**src/rtl/div_seq_ctl_pkg.sv**
```systemverilog
// Shared definitions for the EX-stage divider sequencer: state encoding and the
// default iteration count that the ALU divider is built around.
package div_seq_ctl_pkg;

    localparam int DIV_CYCLES_DEF = 32;

    typedef enum logic [1:0] {
        ST_IDLE = 2'd0,
        ST_INIT = 2'd1,
        ST_RUN  = 2'd2,
        ST_DONE = 2'd3
    } div_state_e;

endpackage

```
**src/rtl/div_seq_ctl_iter_counter.sv**
```systemverilog
// Iteration up-counter for the divider sequencer: sync clear, count enable and
// a terminal flag raised when the count equals LAST.
module iter_counter #(
    parameter int CNT_W = 6,
    parameter int LAST  = 31
) (
    input  logic             clk,
    input  logic             rst,
    input  logic             clr_i,
    input  logic             en_i,
    output logic [CNT_W-1:0] cnt_o,
    output logic             last_o
);

    localparam logic [CNT_W-1:0] LAST_V = CNT_W'(LAST);

    logic [CNT_W-1:0] cnt_q, cnt_d;

    always_comb begin
        cnt_d = cnt_q;
        if (clr_i) begin
            cnt_d = '0;
        end else if (en_i) begin
            cnt_d = cnt_q + 1'b1;
        end
    end

    always_ff @(posedge clk) begin
        if (rst) begin
            cnt_q <= '0;
        end else begin
            cnt_q <= cnt_d;
        end
    end

    assign cnt_o  = cnt_q;
    assign last_o = (cnt_q == LAST_V);

endmodule

```
**src/rtl/div_seq_ctl.sv**
```systemverilog
// Sequencer for the iterative DIVU unit in EX: pulses the divider reset, runs the
// iterations, stalls the front of the pipe and writes HI/LO when the result is ready.
module div_seq_ctl
    import div_seq_ctl_pkg::*;
#(
    parameter int W          = 32,
    parameter int DIV_CYCLES = DIV_CYCLES_DEF,
    parameter int CNT_W      = 6
) (
    input  logic             clk,
    input  logic             rst,
    input  logic             div_req,
    input  logic [W-1:0]     divisor,
    input  logic             flush,
    output logic             div_reset,
    output logic             div_run,
    output logic             stall,
    output logic             hilo_we,
    output logic             dbz,
    output logic             busy,
    output logic [CNT_W-1:0] iter
);

    div_state_e       state_q, state_d;
    logic             dbz_q, dbz_d;
    logic             cnt_clr, cnt_en, cnt_last;
    logic [CNT_W-1:0] cnt;

    iter_counter #(
        .CNT_W (CNT_W),
        .LAST  (DIV_CYCLES - 1)
    ) u_iter_counter (
        .clk    (clk),
        .rst    (rst),
        .clr_i  (cnt_clr),
        .en_i   (cnt_en),
        .cnt_o  (cnt),
        .last_o (cnt_last)
    );

    always_comb begin
        state_d   = state_q;
        dbz_d     = dbz_q;
        cnt_clr   = 1'b0;
        cnt_en    = 1'b0;
        div_reset = 1'b0;
        div_run   = 1'b0;
        stall     = 1'b0;
        hilo_we   = 1'b0;
        dbz       = 1'b0;
        busy      = 1'b0;
        iter      = '0;
        if (rst) begin
            state_d = ST_IDLE;
            dbz_d   = 1'b0;
            cnt_clr = 1'b1;
        end else begin
            busy = (state_q != ST_IDLE);
            iter = cnt;
            case (state_q)
                ST_IDLE: begin
                    // A request killed by a flush this cycle never starts.
                    if (div_req && !flush) begin
                        stall = 1'b1;
                        if (divisor != '0) begin
                            state_d = ST_INIT;
                        end else begin
                            state_d = ST_DONE;
                            dbz_d   = 1'b1;
                        end
                    end
                end
                ST_INIT: begin
                    div_reset = 1'b1;
                    stall     = !flush;
                    cnt_clr   = 1'b1;
                    state_d   = flush ? ST_IDLE : ST_RUN;
                end
                ST_RUN: begin
                    div_run = 1'b1;
                    stall   = !flush;
                    if (flush) begin
                        state_d = ST_IDLE;
                        cnt_clr = 1'b1;
                    end else if (cnt_last) begin
                        state_d = ST_DONE;
                    end else begin
                        cnt_en = 1'b1;
                    end
                end
                ST_DONE: begin
                    hilo_we = !flush;
                    dbz     = dbz_q;
                    dbz_d   = 1'b0;
                    state_d = ST_IDLE;
                end
                default: state_d = ST_IDLE;
            endcase
        end
    end

    always_ff @(posedge clk) begin
        if (rst) begin
            state_q <= ST_IDLE;
            dbz_q   <= 1'b0;
        end else begin
            state_q <= state_d;
            dbz_q   <= dbz_d;
        end
    end

    // The DIVU must stay present in EX for the whole iteration unless it is flushed.
    a_req_held_in_run: assert property (@(posedge clk) disable iff (rst)
        (state_q == ST_RUN && !flush) |-> div_req);

endmodule

```
**config.mk**
```make
export PLATFORM = sky130hd
export DESIGN_NAME = div_seq_ctl
export DESIGN_NICKNAME = d
export VERILOG_FILES = /design/src/rtl/div_seq_ctl_pkg.sv /design/src/rtl/div_seq_ctl_iter_counter.sv /design/src/rtl/div_seq_ctl.sv
export SDC_FILE = /design/constraint.sdc
export NUM_CORES = 1
export LEC_CHECK = 0
export ABC_AREA = 1
export CORE_AREA = 2 2 50 52
export DETAILED_ROUTE_END_ITERATION = 12
export DIE_AREA = 0 0 52 54
export PLACE_DENSITY = 0.76
export SLEW_MARGIN = 20
export SYNTH_ARGS = -nofsm -noshare
export SYNTH_HDL_FRONTEND = slang
export SYNTH_SLANG_ARGS = --single-unit
```
**constraint.sdc**
```tcl
create_clock -name clk -period 1.5 [get_ports clk]
set_input_delay 0.15 -clock clk [delete_from_list [all_inputs] [get_ports clk]]
set_output_delay 0.15 -clock clk [all_outputs]
set_load 0.05 [all_outputs]
```
### Yosys cells after proc, flatten, opt, wreduce, memory -nomap -nowiden

Index checks and enable logic that the tools add are counted.

| storage, ports and cells | value |
|---|---|
| flip-flop bits (word level) | 9 |
| input bits | 36 |
| output and inout bits | 12 |
| logic and storage cells | 50 |

| operators by class | value |
|---|---|
| add/sub/neg operators | 1 |
| equality and inequality tests | 7 |
| mux-type cells | 29 |
| reduce and logical (&&, ||, !) cells | 10 |

Operators by type and width:

| cell | number |
|---|---|
| $reduce_bool A32 Y1 | 1 |
| $mux W1 | 19 |
| $mux W2 | 5 |
| $pmux W2 S4 | 1 |
| $add A6 B1 Y6 const B | 1 |
| $eq A6 B5 Y1 const B | 1 |
| $mux W6 | 1 |
| $pmux W1 S2 | 3 |
| $eq A2 B2 Y1 const B | 2 |
| $ne A2 B2 Y1 const B | 2 |
| $reduce_bool A2 Y1 | 2 |
| $reduce_or A2 Y1 | 2 |
| $ne A3 B3 Y1 const B | 1 |
| $reduce_and A3 Y1 | 1 |
| $eq A2 B1 Y1 const B | 1 |
| $logic_not A2 Y1 | 1 |
| $reduce_and A2 Y1 | 1 |
| $logic_and A1 B1 Y1 | 1 |
| $logic_not A1 Y1 | 1 |

### Longest topological paths before layout

Gate-level depths: netlist of run 1.

| logic depth | value |
|---|---|
| depth after elaboration | 5 |
| mapped depth | 11 |
| mapped depth without buffers | 11 |

### By module

A second synthesis of run 1 with hierarchy kept.

| second synthesis, totals | value |
|---|---|
| cell total of the unflattened synthesis | 131 |
| area total of the unflattened synthesis | 748.2 um^2 |

Modules (own cells, without submodules):

| module | times used | cells each | area each (um^2) | sequential area each (um^2) |
|---|---|---|---|---|
| div_seq_ctl | 1 | 94 | 479.2 | 60.1 |
| iter_counter | 1 | 37 | 269.0 | 120.1 |

### Least setup slack after synthesis of run 1

No wires, ideal clock.

| timing | value |
|---|---|
| kind | register to output |
| start | register state_q[0] |
| end | output port stall |
| arrival time | 2.074 ns |
| data required time | 1.350 ns |
| setup slack | -0.724 ns |
| stages on the path, launching flop included | 7 |
| path buffers | 0 |
| path through | dfxtp_1 > inv_1 > ha_1 > inv_1 > nor3_1 > inv_1 > a211oi_1 |

| on the way | value |
|---|---|
| cells in the longest elaborated chain, start to end | 4 |
| elaborated cells on any way between the ends | 6 |
| those cells by class | 2 x eq/ne; 2 x mux; 2 x reduce/logical |

RTL lines:

| item | line | source |
|---|---|---|
| start, declared | div_seq_ctl.sv:24 | `div_state_e state_q, state_d;` |
| start signal, assigned | div_seq_ctl.sv:107 | `state_q <= state_d;` |
| $eq A2 B2 Y1 / $eq A2 B1 Y1 (equally long branches) | div_seq_ctl.sv:60 | `case (state_q)` |
| $reduce_or A2 Y1 (no line) | - |  |
| $pmux W1 S2 (*) | div_seq_ctl.sv:60 |  |
| $mux W1 (*) | div_seq_ctl.sv:53 | `if (rst) begin` |
| end, declared | div_seq_ctl.sv:17 | `output logic stall,` |

Every way passes the cells marked *; elsewhere a longest branch is shown, timed or not.

### Worst setup path in the final report of run 1

Same ends and word-level chain as after synthesis.

==> flow_metrics.tcl, run 1 <==
set metrics [dict create \
    die_x_um 52 \
    placed_cells 219 \
    dp_hpwl_mm 2.17 \
    syn-cell-area_um2 776 \
    grt_pass1_wl_mm 4.79 \
    fin_crit_ns 1.67 \
    max_stage_delay_ns 0.34 \
    crit_chain "inv_2 > ha_4 > nand2_1 > a211oi_4 > buf_12" \
    num_rows 18 \
    layout_commonest_cell "clkdlybuf4s50_1" \
    crit_arrival_ns 1.52 \
    drv_cap 0 \
    hold_class "register to register" \
    synth.distinct_cells 21 \
    yosys_warnings 0 \
    worst_pin_slew_ns 0.311 \
    postSynthAreaPerCell_um2 5.97 \
    utilization 0.732 \
    grt_max_degree 9 \
    cts-htree-levels 1 \
    crit_path_start "state_q[0]" \
    antenna_found_initial 0 \
    outcome "finished with violations" \
    io_pins 48 \
    period_share 1.11 \
    die_height_um 54 \
    vdd_drop_max_mv 0.986 \
    cp-end-kind "output port" \
    worstSkewPairLatency_ns 0.28 \
    yosys.area.top_type "dfxtp_1" \
    route.detailed.drc 0 \
    yosysSeqAreaShare 0.232 \
    hold_viol_final 0 \
    io_buffers 47 \
    cts_root_buffer "clkbuf_4" \
    worstReg2RegStart "state_q[0]" \
    cts.sink_count 9 \
    ys_top_cells_by_area "dfxtp_1 (23%), nor2_1 (17%), ha_1 (11%), nand2_1 (11%), inv_1 (10%)" \
    clkSlewWorstSetupHoldPaths_ns 0.07 \
    critical-path-slowest-cell "dfxtp_2" \
    synth_fp_nets 173 \
    overflow 0 \
    wl_per_cell_um 13.9 \
    r2r_setup_slack_ns -0.12 \
    grt_pass1_vias 1127 \
    startpoint_type "register" \
    leakage_nw 0.703 \
    setup_viol 4 \
    cts_tree "built" \
    antenna_left 0 \
    grt_util_all_layers 0.241 \
    fin_setup_tns_ns -0.346 \
    die-area_mm2 0.00281 \
    fin_cells 230 \
    p_per_area_mw_per_mm2 1030 \
    layout_common_cells "clkdlybuf4s50_1 (35), nor2_1 (31), nand2_1 (20), buf_4 (19), inv_1 (13)" \
    drive_gt1_frac 0.365 \
    drt-initial-drc-count 27 \
    finClkSkew_ns 0.00462 \
    fmax_mhz 600 \
    worstSetupPathType "register to output port" \
    path_max_fanout 2 \
    post-place-ws_ns -0.0394 \
    violations "setup timing" \
    fin_nets 244 \
    start_util 0.334 \
    via_per_inst 4.69 \
    slew_headroom 0.792 \
    netlist_instances 130 \
    cts_buffer_depth 2 \
    area_growth_pct 119 \
    crit_required_ns 1.35 \
    diodes 0 \
    synth_top_area_frac 0.232 \
    first_pass_iters 4 \
    synth_seq_cells 9 \
    core_area_mm2 0.00232 \
    drt-total-wl_mm 3.21 \
    cts_buffers 3 \
    rsz0062_at_grt "true" \
    place_congestion 0.787 \
    vias 1078 \
    finalMaxSlewViolations 0 \
    worst_slack_ns -0.167 \
    min_from "u_iter_counter.cnt_o[1]" \
]
-- worst max-delay path: cells and delay by family (launching register included) --
| kind | cells | cell delay, ns |
|---|---|---|
| AOI/OAI and AO/OA | 1 | 0.30 |
| adders and majority gates | 1 | 0.27 |
| buffers and inverters | 2 | 0.22 |
| DFF | 1 | 0.34 |
| and+or+nand+nor | 1 | 0.09 |
-- final timing paths --
check	to	cells past startpoint
setup / recovery	stall	5
hold / removal	u_iter_counter.cnt_o[1]	2
setup reg to reg	dbz_q	13
hold reg to reg	u_iter_counter.cnt_o[1]	2
-- repair_timing --
item / 4_1_cts / 5_1_grt
setup endpoints to repair: 6 / 15
gates resized for setup: 17 / 18
pin swaps: 3 / 3
buffers inserted: 7 / 1
hold buffers: 0 / 0
-- state kept, by name (all words and copies together), names as in the netlist --
name / cells
u_iter_counter.cnt_o: 6
state_q: 2
dbz_q: 1
-- power by group --
| group | leakage, nW | switching [W] | total (W) | internal, W |
|---|---|---|---|---|
| clock | 0.0150 | 0.000111 | 0.000214 | 0.000103 |
| combinational | 0.615 | 0.000648 | 0.00123 | 0.000585 |
| sequential | 0.0736 | 0.0000213 | 0.000297 | 0.000276 |
| total | 0.703 | 0.000780 | 0.00174 | 0.000964 |
-- area by class of cell --
cell class	instances	area (um2)
Timing Repair Buffer	67	744
Fill cell	164	622
Multi-Input combinational cell	96	614
Sequential cell	9	183
Inverter	24	92.6
Tap cell	30	37.5
Clock buffer	4	26.3
-- through the flow --
stage / total power, W / hold slack [ns] / area [um2]
floorplan: 0.000790 / 0.298 / 788
global placement: 0.00121 / 0.477 / 1510
detailed placement: 0.00126 / 0.502 / 1510
CTS: 0.00163 / 0.510 / 1640
global route: 0.00184 / 0.546 / 1700
finish: 0.00174 / 0.506 / 1700
-- synth_stat cells --
cell type   n
clkbuf_1    1
o21ai_2     1
inv_1      21
a21oi_1     7
nor2_4      2
nand2_2     2
ha_1        7
a211oi_1    1
xor2_1      1
nor2_2      2
nor3_1      4
nand2_1    22
nand3_1     3
o211ai_1    1
a21oi_2     1
o21ai_1     5
inv_2       3
a31oi_1     1
nor2_1     35
dfxtp_1     9
nand3_2     1
-- per-layer routing --
metal	GRT usage	share of wire	up-vias
li1	-	-	538
met1	0.238	0.35	500
met2	0.462	0.57	32
met3	0.0417	0.037	8
met4	0.158	0.034	0
met5	0	0	-
-- cell families (layout without fill, tap and decap cells) --
family                     Yosys count  after routing  synth area share
DFF                                  9              9             0.232
and+or+nand+nor                     71             71             0.395
AOI/OAI and AO/OA                   17             17             0.127
xor gates and xnor gates             1              1            0.0113
adders and majority gates            7              7             0.113
buffers and inverters               25             95             0.121
Note: power is estimated with default switching activity, not from simulation.
==> inputs of run 2 (changes only) <==
--- a/config.mk
+++ b/config.mk
@@ -5,11 +5,10 @@
 export SDC_FILE = /design/constraint.sdc
 export NUM_CORES = 1
 export LEC_CHECK = 0
-export ABC_AREA = 1
 export CORE_AREA = 2 2 50 52
 export DETAILED_ROUTE_END_ITERATION = 12
 export DIE_AREA = 0 0 52 54
-export PLACE_DENSITY = 0.76
+export PLACE_DENSITY = 0.75
 export SLEW_MARGIN = 20
 export SYNTH_ARGS = -nofsm -noshare
 export SYNTH_HDL_FRONTEND = slang
==> run 2 against run 1 <==
The flow still finishes with violations (setup timing). Die area unchanged. Via count decreased by 10%. Combinational power decreased by 69%. Final cell count decreased by 19%. Register-to-register slack improved by 0.14 ns. Largest cell class unchanged. Setup slack improved by 0.12 ns. Cell area decreased by 0.88%. Clock skew decreased by 0.0039 ns. Routed wire length decreased by 12%. Synthesized area decreased by 1.8%.
==> flow_metrics.tcl, run 2 <==
set metrics [dict create \
    ctsHoldBuffers 0 \
    seq_power_share 0.309 \
    yosys.area.top_type "dfxtp_1" \
    power_w 0.000817 \
    grt_util_all_layers 0.214 \
    place_congestion 0.846 \
    cts_tree "built" \
    die-area_mm2 0.00281 \
    diodes 0 \
    period_share 1.03 \
    grt_util_met2 0.414 \
    cts_buffer_depth 2 \
    comb_power_share 0.462 \
    async_reset_ff_frac 0 \
    slew_headroom 0.805 \
    p_clk_frac 0.230 \
    hold_class "register to register" \
    route.detailed.drc 0 \
    crit_required_ns 1.35 \
    whs_ns 0.535 \
    fin_cells 187 \
    switching_power_w 0.000253 \
    layout_commonest_cell "clkdlybuf4s50_1" \
    finalMaxSlewViolations 0 \
    yosysSeqAreaShare 0.236 \
    synth.distinct_cells 38 \
    synth_commonest_cells "nor4_1 (10), dfxtp_1 (9), nor2_1 (9)" \
    finClkSkew_ns 0.000736 \
    area_growth_pct 121 \
    antenna_found_initial 0 \
    post_dp_cell_area_mm2 0.00146 \
    fmax_mhz 645 \
    violations "setup timing" \
    hold_viol_final 0 \
    top_usage_layer "met2" \
    cts_buffers 3 \
    wl_per_cell_um 15.1 \
    start_util 0.328 \
    die_height_um 54 \
    placed_cells 175 \
    path_max_fanout 2 \
    cts-htree-levels 1 \
    yosys_warnings 0 \
    worstSetupPathType "register to output port" \
    first_pass_iters 4 \
    via_per_inst 5.16 \
    worst_pin_slew_ns 0.290 \
    antenna_left 0 \
    drt-initial-drc-count 17 \
    synth_fp_nets 135 \
    io_buffers 47 \
    vdd_drop_max_mv 0.369 \
    netlist_instances 92 \
    cp-end-kind "output port" \
    grt_max_degree 10 \
    grt_pass1_wl_mm 4.35 \
    cts_root_buffer "clkbuf_4" \
    p_per_area_mw_per_mm2 486 \
    ys_top_cells_by_area "dfxtp_1 (24%), ha_1 (11%), nor4_1 (8.2%), nor2b_1 (5.7%), nor2_1 (4.4%)" \
    die_x_um 52 \
    core_area_mm2 0.00232 \
    grt_pass1_vias 991 \
    io_pins 48 \
    synth_seq_cells 9 \
    crit_arrival_ns 1.40 \
    cts.sink_count 9 \
    postSynthAreaPerCell_um2 8.28 \
    overflow 0 \
    drive_gt1_frac 0.389 \
    clkSlewWorstSetupHoldPaths_ns 0.06 \
    p_int_w 0.000564 \
    vias 965 \
    rsz0062_at_grt "true" \
    layout_common_cells "clkdlybuf4s50_1 (35), buf_4 (14), buf_12 (11), nor4_1 (9), dfxtp_1 (7)" \
    synth_edf_count 0 \
    synth_top_area_frac 0.236 \
    leakage_nw 0.605 \
    syn-cell-area_um2 762 \
    dp_hpwl_mm 2.12 \
    drt-total-wl_mm 2.83 \
    switching_share 0.310 \
    outcome "finished with violations" \
    postLayoutCellArea_mm2 0.00168 \
    fin_nets 201 \
    num_rows 18 \
    worstSkewPairLatency_ns 0.26 \
    drv_cap 0 \
    grt_use_met3 0.0389 \
    gr-usage-met1 0.214 \
    startpoint_type "register" \
    worst_slack_ns -0.0493 \
    yosysMostFrequentCell "nor4_1" \
    setup_viol 2 \
    fin_crit_ns 1.55 \
    largest_reg_flops 6 \
    synth_ff_type "dfxtp_1" \
]
==> run 2: changes by cell type after synthesis, moves of 3 or more <==
cell,previous run,this run
a21oi_1,7,4
inv_1,21,5
inv_2,3,0
nand2_1,22,2
nor2_1,35,9
nor2b_1,0,7
nor4_1,0,10
o21ai_1,5,0
==> run 2: final timing paths <==
check | depth (start not counted) | slack [ns] | to | start
setup / recovery | 5 | -0.05 | stall | state_q[0]
hold / removal | 2 | 0.53 | dbz_q | dbz_q
setup reg to reg | 7 | 0.02 | state_q[1] | state_q[0]
hold reg to reg | 2 | 0.53 | dbz_q | dbz_q
==> run 2: kinds of logic (layout without fill, tap and decap cells) <==
kind of cell | count (synthesis) | in the layout | synth area share
AO/OA/AOI/OAI | 19 | 19 | 0.195
XOR/XNOR | 4 | 4 | 0.0460
adder cells (fa/ha/maj) | 7 | 7 | 0.115
buffers and inverters | 7 | 72 | 0.0361
flip-flops | 9 | 9 | 0.236
AND/OR/NAND/NOR | 46 | 46 | 0.371
==> run 2: power groups by stage <==
stage | logic (W) | clock network, W | registers [W]
detailed placement | 0.000293 | 0 | 0.000253
global route | 0.000399 | 0.000206 | 0.000253
CTS | 0.000333 | 0.000194 | 0.000250
finish | 0.000377 | 0.000188 | 0.000252
global placement | 0.000285 | 0 | 0.000252
floorplan | 0.000115 | 0 | 0.000255
==> run 2: cell type report <==
| type | instances | area (um2) |
|---|---|---|
| Timing Repair Buffer | 63 | 723 |
| Fill cell | 173 | 637 |
| Clock buffer | 4 | 26.3 |
| Multi-Input combinational cell | 76 | 689 |
| Tap cell | 30 | 37.5 |
| Sequential cell | 9 | 183 |
| Inverter | 5 | 23.8 |
==> run 2: metal layers <==
metal / vias to the layer above / wire length (um)
met4: 0 / 69
met1: 438 / 1080
li1: 480 / -
met3: 8 / 116
met5: - / 0
met2: 39 / 1560
==> run 2: what timing repair did <==
item / in CTS / in global routing
pin swaps: 5 / 6
setup endpoints to repair: 4 / 12
setup buffers: 4 / 4
cloned: 0 / 0
resized for setup: 14 / 22
==> run 2: metrics by stage <==
step / util / setup slack (ns) / TNS [ns]
after global routing: 0.725 / -0.0892 / -0.390
after CTS: 0.672 / -0.124 / -0.186
final: 0.725 / -0.0493 / -0.0545
after floorplan: - / -0.315 / -0.370
after global placement: 0.627 / -0.0246 / -0.0469
after detailed placement: 0.627 / -0.0661 / -0.206
==> run 2: critical path: stages, from the launching register on <==
cell and delay [ns]:
dfxtp_2 0.37, inv_4 0.05, ha_4 0.26, a21oi_2 0.04
nor4_4 0.19, clkbuf_16 0.22
==> inputs of run 3 (changes only) <==
--- a/config.mk
+++ b/config.mk
@@ -6,6 +6,7 @@
 export NUM_CORES = 1
 export LEC_CHECK = 0
 export CORE_AREA = 2 2 50 52
+export CTS_CLUSTER_DIAMETER = 150
 export DETAILED_ROUTE_END_ITERATION = 12
 export DIE_AREA = 0 0 52 54
 export PLACE_DENSITY = 0.75
==> results of run 3 <==
Final layout, timing and power as in run 2 (identical DEF).
